## src/rtl/apb_master_arbiter.sv

```systemverilog
// ============================================================================
// apb_master_arbiter
// ----------------------------------------------------------------------------
// Shares one APB master port between NREQ internal requesters. A round-robin
// arbiter picks one pending request while the bus is idle, the FSM walks it
// through the APB SETUP and ACCESS phases, and the outcome (read data, slave
// error or pready timeout) is returned to the granted requester as a
// single-cycle completion pulse. A slave that never raises pready is
// abandoned after TIMEOUT+1 ACCESS cycles.
//
// Ports
//   pclk, rst             clock; synchronous active-high reset
//   req_valid/req_write   per-requester request and direction (1 = write)
//   req_addr/req_wdata    packed per-requester address / write data
//   req_ready             one-hot accept pulse (combinational, IDLE only)
//   rsp_valid             one-hot completion pulse
//   rsp_rdata             read data of the last completion (held)
//   rsp_err/rsp_tmo       completion status, pulsed with rsp_valid
//   paddr/pwdata/pwrite   APB request fields
//   psel/penable          APB phase controls
//   prdata/pready/pslverr APB slave response
// ============================================================================
module apb_master_arbiter #(
    parameter int NREQ    = 2,
    parameter int ADDR_W  = 32,
    parameter int DATA_W  = 32,
    parameter int TIMEOUT = 5
) (
    input  logic                     pclk,
    input  logic                     rst,
    input  logic [NREQ-1:0]          req_valid,
    input  logic [NREQ-1:0]          req_write,
    input  logic [NREQ*ADDR_W-1:0]   req_addr,
    input  logic [NREQ*DATA_W-1:0]   req_wdata,
    output logic [NREQ-1:0]          req_ready,
    output logic [NREQ-1:0]          rsp_valid,
    output logic [DATA_W-1:0]        rsp_rdata,
    output logic                     rsp_err,
    output logic                     rsp_tmo,
    output logic [ADDR_W-1:0]        paddr,
    output logic [DATA_W-1:0]        pwdata,
    output logic                     pwrite,
    output logic                     psel,
    output logic                     penable,
    input  logic [DATA_W-1:0]        prdata,
    input  logic                     pready,
    input  logic                     pslverr
);

    localparam int IDX_W = (NREQ > 1) ? $clog2(NREQ) : 1;
    localparam int CNT_W = (TIMEOUT > 0) ? $clog2(TIMEOUT + 1) : 1;

    typedef enum logic [1:0] {
        S_IDLE   = 2'd0,
        S_SETUP  = 2'd1,
        S_ACCESS = 2'd2
    } state_t;

    state_t             r_state;
    logic [IDX_W-1:0]   r_ptr;
    logic [IDX_W-1:0]   r_gnt;
    logic [CNT_W-1:0]   r_wait;
    logic [ADDR_W-1:0]  r_addr;
    logic [DATA_W-1:0]  r_wdata;
    logic               r_write;
    logic               r_psel;
    logic               r_penable;
    logic [NREQ-1:0]    r_rsp_valid;
    logic               r_rsp_err;
    logic               r_rsp_tmo;
    logic [DATA_W-1:0]  r_rsp_rdata;

    logic               w_gnt_found;
    logic [IDX_W-1:0]   w_gnt_idx;
    logic [IDX_W-1:0]   w_cand;
    logic [IDX_W-1:0]   w_ptr_next;
    logic [NREQ-1:0]    w_gnt_onehot;
    logic [ADDR_W-1:0]  w_sel_addr;
    logic [DATA_W-1:0]  w_sel_wdata;
    logic               w_sel_write;

    // Index of the requester 'offs' places after 'base', wrapping at NREQ.
    function automatic logic [IDX_W-1:0] wrap_idx(input logic [IDX_W-1:0] base,
                                                   input int offs);
        int sum;
        sum = int'(base) + offs;
        if (sum >= NREQ) begin
            sum = sum - NREQ;
        end
        return IDX_W'(sum);
    endfunction

    // Round-robin search: first valid requester at or after r_ptr.
    // NOTE: every signal assigned in always_comb gets a default at the top,
    // so no path leaves it unassigned and no latch is inferred.
    always_comb begin
        w_gnt_found = 1'b0;
        w_gnt_idx   = '0;
        w_cand      = '0;
        for (int i = 0; i < NREQ; i++) begin
            w_cand = wrap_idx(r_ptr, i);
            if (!w_gnt_found && req_valid[w_cand]) begin
                w_gnt_found = 1'b1;
                w_gnt_idx   = w_cand;
            end
        end
    end

    // Fields of the winning requester, selected without a variable part-select.
    always_comb begin
        w_sel_addr  = '0;
        w_sel_wdata = '0;
        w_sel_write = 1'b0;
        for (int i = 0; i < NREQ; i++) begin
            if (w_gnt_idx == IDX_W'(i)) begin
                w_sel_addr  = req_addr[i*ADDR_W +: ADDR_W];
                w_sel_wdata = req_wdata[i*DATA_W +: DATA_W];
                w_sel_write = req_write[i];
            end
        end
    end

    assign w_ptr_next   = (w_gnt_idx == IDX_W'(NREQ - 1)) ? '0 : w_gnt_idx + 1'b1;
    assign w_gnt_onehot = NREQ'(1) << r_gnt;

    // Accept is combinational so a requester sees req_ready in the same cycle
    // the grant is made; it is held off while reset is asserted.
    always_comb begin
        req_ready = '0;
        if (!rst && (r_state == S_IDLE) && w_gnt_found) begin
            req_ready[w_gnt_idx] = 1'b1;
        end
    end

    // NOTE: sequential state uses non-blocking assignments only, so every
    // register samples the values from before the clock edge.
    always_ff @(posedge pclk) begin
        if (rst) begin
            r_state     <= S_IDLE;
            r_ptr       <= '0;
            r_gnt       <= '0;
            r_wait      <= '0;
            r_addr      <= '0;
            r_wdata     <= '0;
            r_write     <= 1'b0;
            r_psel      <= 1'b0;
            r_penable   <= 1'b0;
            r_rsp_valid <= '0;
            r_rsp_err   <= 1'b0;
            r_rsp_tmo   <= 1'b0;
            r_rsp_rdata <= '0;
        end else begin
            // Completion status is a one-cycle pulse unless set below.
            r_rsp_valid <= '0;
            r_rsp_err   <= 1'b0;
            r_rsp_tmo   <= 1'b0;

            case (r_state)
                S_IDLE: begin
                    if (w_gnt_found) begin
                        r_gnt   <= w_gnt_idx;
                        r_ptr   <= w_ptr_next;
                        r_addr  <= w_sel_addr;
                        r_write <= w_sel_write;
                        r_wdata <= w_sel_write ? w_sel_wdata : '0;
                        r_psel  <= 1'b1;
                        r_state <= S_SETUP;
                    end
                end

                S_SETUP: begin
                    r_penable <= 1'b1;
                    r_wait    <= '0;
                    r_state   <= S_ACCESS;
                end

                S_ACCESS: begin
                    if (pready) begin
                        r_psel      <= 1'b0;
                        r_penable   <= 1'b0;
                        r_rsp_valid <= w_gnt_onehot;
                        r_rsp_err   <= pslverr;
                        r_rsp_rdata <= r_write ? '0 : prdata;
                        r_state     <= S_IDLE;
                    end else if (r_wait == CNT_W'(TIMEOUT)) begin
                        // Slave never answered: abort and report a timeout.
                        r_psel      <= 1'b0;
                        r_penable   <= 1'b0;
                        r_rsp_valid <= w_gnt_onehot;
                        r_rsp_err   <= 1'b1;
                        r_rsp_tmo   <= 1'b1;
                        r_rsp_rdata <= '0;
                        r_state     <= S_IDLE;
                    end else begin
                        r_wait <= r_wait + 1'b1;
                    end
                end

                default: begin
                    r_state <= S_IDLE;
                end
            endcase
        end
    end

    assign paddr     = r_addr;
    assign pwdata    = r_wdata;
    assign pwrite    = r_write;
    assign psel      = r_psel;
    assign penable   = r_penable;
    assign rsp_valid = r_rsp_valid;
    assign rsp_err   = r_rsp_err;
    assign rsp_tmo   = r_rsp_tmo;
    assign rsp_rdata = r_rsp_rdata;

endmodule

```

## config.mk

```make
export PLATFORM = sky130hd
export DESIGN_NAME = apb_master_arbiter
export DESIGN_NICKNAME = d
export VERILOG_FILES = /design/src/rtl/apb_master_arbiter.sv
export SDC_FILE = /design/constraint.sdc
export NUM_CORES = 1
export LEC_CHECK = 0
export ABC_AREA = 1
export CORE_ASPECT_RATIO = 2
export CORE_MARGIN = 4
export CORE_UTILIZATION = 41
export DETAILED_ROUTE_END_ITERATION = 12
export PLACE_DENSITY = 0.91
export SLEW_MARGIN = 30
export SYNTH_ARGS = -nofsm -noshare
export SYNTH_HDL_FRONTEND = slang
export SYNTH_SLANG_ARGS = --single-unit
```

## constraint.sdc

```tcl
create_clock -name pclk -period 5.1 [get_ports pclk]
set_input_delay 1.53 -clock pclk [delete_from_list [all_inputs] [get_ports pclk]]
set_output_delay 1.53 -clock pclk [all_outputs]
set_load 0.02 [all_outputs]
```

==> flow_summary.yaml, run 1 <==
cts:
  clk_pin_slew_ns: 0.07
  htreeDepth: 3
  clock_path_buffers: 2
  clock_latency_ns: 0.34
  ctsResizeCount: 0
  post_cts_buffers: 0
  cts_buffers: 9
  cts_root_buffer: "clkbuf_16"
  cts_hold_buf: 0
  cts_tree: "yes"
  cts_sinks: 110
route:
  post-route-drc-count: 0
  first_iter_violations: 232
  wl_um: 15800
  num_vias: 5076
  via_per_inst: 4.98
  drtAntennaViolNets: 0
  dr.pass1.iters: 6
  routedWlPerCell_um: 15.5
critical_path:
  required_ns: 3.57
  cpPeakStageDelay_ns: 0.67
  start_kind: "input pin"
  critPathKind: "input pin to output pin"
  crit_family: "buffers and inverters"
  crit_start: "req_valid[1]"
  cpMostUsedCell: "clkdlybuf4s50_1"
  r2r_end: "pwdata[30]"
  ff2ff_setup_slack_ns: 3.18
  end_kind: "output pin"
  r2r_start: "r_state[1]"
  arrival_ns: 3.30
  worstPathMaxFanout: 17
  r2r_cells: 6
  critPathSlowestCell: "clkdlybuf4s50_1"
  critPathBufInv: 2
  crit_chain: "clkdlybuf4s50_1 > nand2_4 > nor3_4 > clkdlybuf4s50_1"
yosys:
  synthesis.area_um2: 4600
  synth_flop_cell: "dfxtp_1"
  synth_cells: 627
  yosys-top-cells-area: "dfxtp_1, nand2_1, nand3_1"
  avgSynthCellArea_um2: 7.34
  synth_top_area_frac: 0.478
  synth_common_cells: "nand2_1, nand3_1, dfxtp_1, a21oi_1"
  syn-num-nets: 797
  synth-async-reset-ratio: 0
  yosysWarnings: 0
  yosysMostFrequentCell: "nand2_1"
  synth-edff-count: 0
  synth_area_leader_cell: "dfxtp_1"
  ys_seq_area_frac: 0.478
  synth-seq-cells: 110
  yosysUniqueCellTypes: 26
die:
  io-pin-count: 273
  fp.dieW_um: 82.9
  rows: 54
  fp.dieH_um: 158
  initial_core_util: 0.421
  core_um2: 10900
  die_area_um2: 13100
sta:
  slew_headroom: 0.509
  min_period_over_period: 0.948
  rsz0062_at_grt: "no"
  fin_skew_ns: 0.00733
  hold_violations: 0
  slew_viol_final: 0
  fmax_mhz: 207
  worst-slew-pin-transition_ns: 0.736
  final-setup-viol-count: 0
  tns_ns: 0
  min_period_ns: 4.83
final_layout:
  design_area_um2: 7620
  multi_input_area_um2: 2100
  syn2layout_area_growth_pct: 65.5
  drive_above_1_share: 0.0489
  num-fill-cells: 898
  final_nets: 1045
  register_area_um2: 2200
  antennaDiodeCount: 0
hold_path:
  min_from: "r_gnt"
  min_to: "rsp_valid[0]"
  worstHoldPathCells: 1
  hp-class: "register to register"
grt:
  grt_usage: 0.229
  grt_pass1_wl_um: 24200
  grt_pass1_vias: 4959
  antenna_found_initial: 0
  grt-ovfl-total: 0
  grt_max_degree: 73
placed_design:
  place.gp.congestion: 0.820
  place_area_um2: 7310
  io_buffers: 272
  hpwl_um: 12100
pwr:
  p_per_area_nw_per_um2: 287
  ir_drop_uv: 203
  leakage_uw: 0.00294
  power_uw: 2190
run:
  max-cap-violations: 0
run_status:
  status: "completed"
[registers in the layout (all words and copies together) (netlist names)]
register and cells:
pwdata 32, rsp_rdata 32, rsp_valid 2, r_wait 3
r_gnt 1, paddr 32, penable 1, psel 1
r_ptr 1, rsp_err 1, pwrite 1, r_state 2
rsp_tmo 1
[per-layer routing]
metal  wire (µm)  GRT usage  vias up
met3         814     0.0505       47
li1            -          -     2557
met5           0          0        -
met1        5520      0.226     2285
met2        8670      0.437      187
met4         811      0.131        0
[report_power, final]
group / total [µW] / internal [µW] / switching [µW]
logic: 521 / 260 / 261
registers: 946 / 915 / 30.8
clock network: 719 / 389 / 330
total: 2190 / 1560 / 622
[how the worst max path moves through the flow]
| stage | end | cells after the start |
|---|---|---|
| after global routing | req_ready[1] | 4 |
| final | req_ready[1] | 4 |
| after CTS | req_ready[1] | 4 |
| after floorplan | req_ready[0] | 6 |
| after detailed placement | req_ready[1] | 4 |
| after global placement | req_ready[1] | 4 |
[cell type report]
class / count / area share
Sequential cell: 110 / 0.289
Clock inverter: 7 / 0.0107
Multi-Input combinational cell: 462 / 0.275
Inverter: 9 / 0.00443
Tap cell: 140 / 0.0230
Clock buffer: 9 / 0.0296
Timing Repair Buffer: 283 / 0.368
[stage by stage]
| stage | util | hold WS [ns] | instances | setup slack, ns |
|---|---|---|---|---|
| floorplan | - | 0.393 | 627 | 1.31 |
| global placement | 0.667 | 0.398 | 1003 | 0.280 |
| detailed placement | 0.668 | 0.404 | 1004 | 0.262 |
| CTS | 0.696 | 0.417 | 1020 | 0.251 |
| global route | 0.696 | 0.463 | 1020 | 0.197 |
| finish | 0.696 | 0.413 | 1020 | 0.267 |
[layout by cell type (no fill, tap or decap), types with 2 or more instances in the layout]
master,synthesis,layout
nor3_4,2,2
ha_1,2,2
buf_4,7,10
nand2_1,234,234
inv_1,5,5
nand2_2,3,3
inv_2,3,3
o21bai_1,2,2
dfxtp_1,110,110
inv_8,0,2
a21oi_1,69,69
nand3_1,130,130
clkdlybuf4s50_1,0,271
clkbuf_16,0,9
nor2_1,10,10
clkinvlp_4,0,2
[logic make-up after synthesis]
logic type / after synthesis / share of synthesized area
AND/OR/NAND/NOR: 385 / 0.363
flip-flops: 110 / 0.478
AO/OA/AOI/OAI: 75 / 0.0875
buffers and inverters: 55 / 0.0663
adder cells (fa/ha/maj): 2 / 0.00543
Power figures use the tool's default switching activity.
==> run 2: changes to the inputs <==
CTS_CLUSTER_DIAMETER = 80   (was default)
CTS_CLUSTER_SIZE = 24   (was default)
==> results of run 2 <==
Final layout, timing and power as in run 1 (identical DEF).
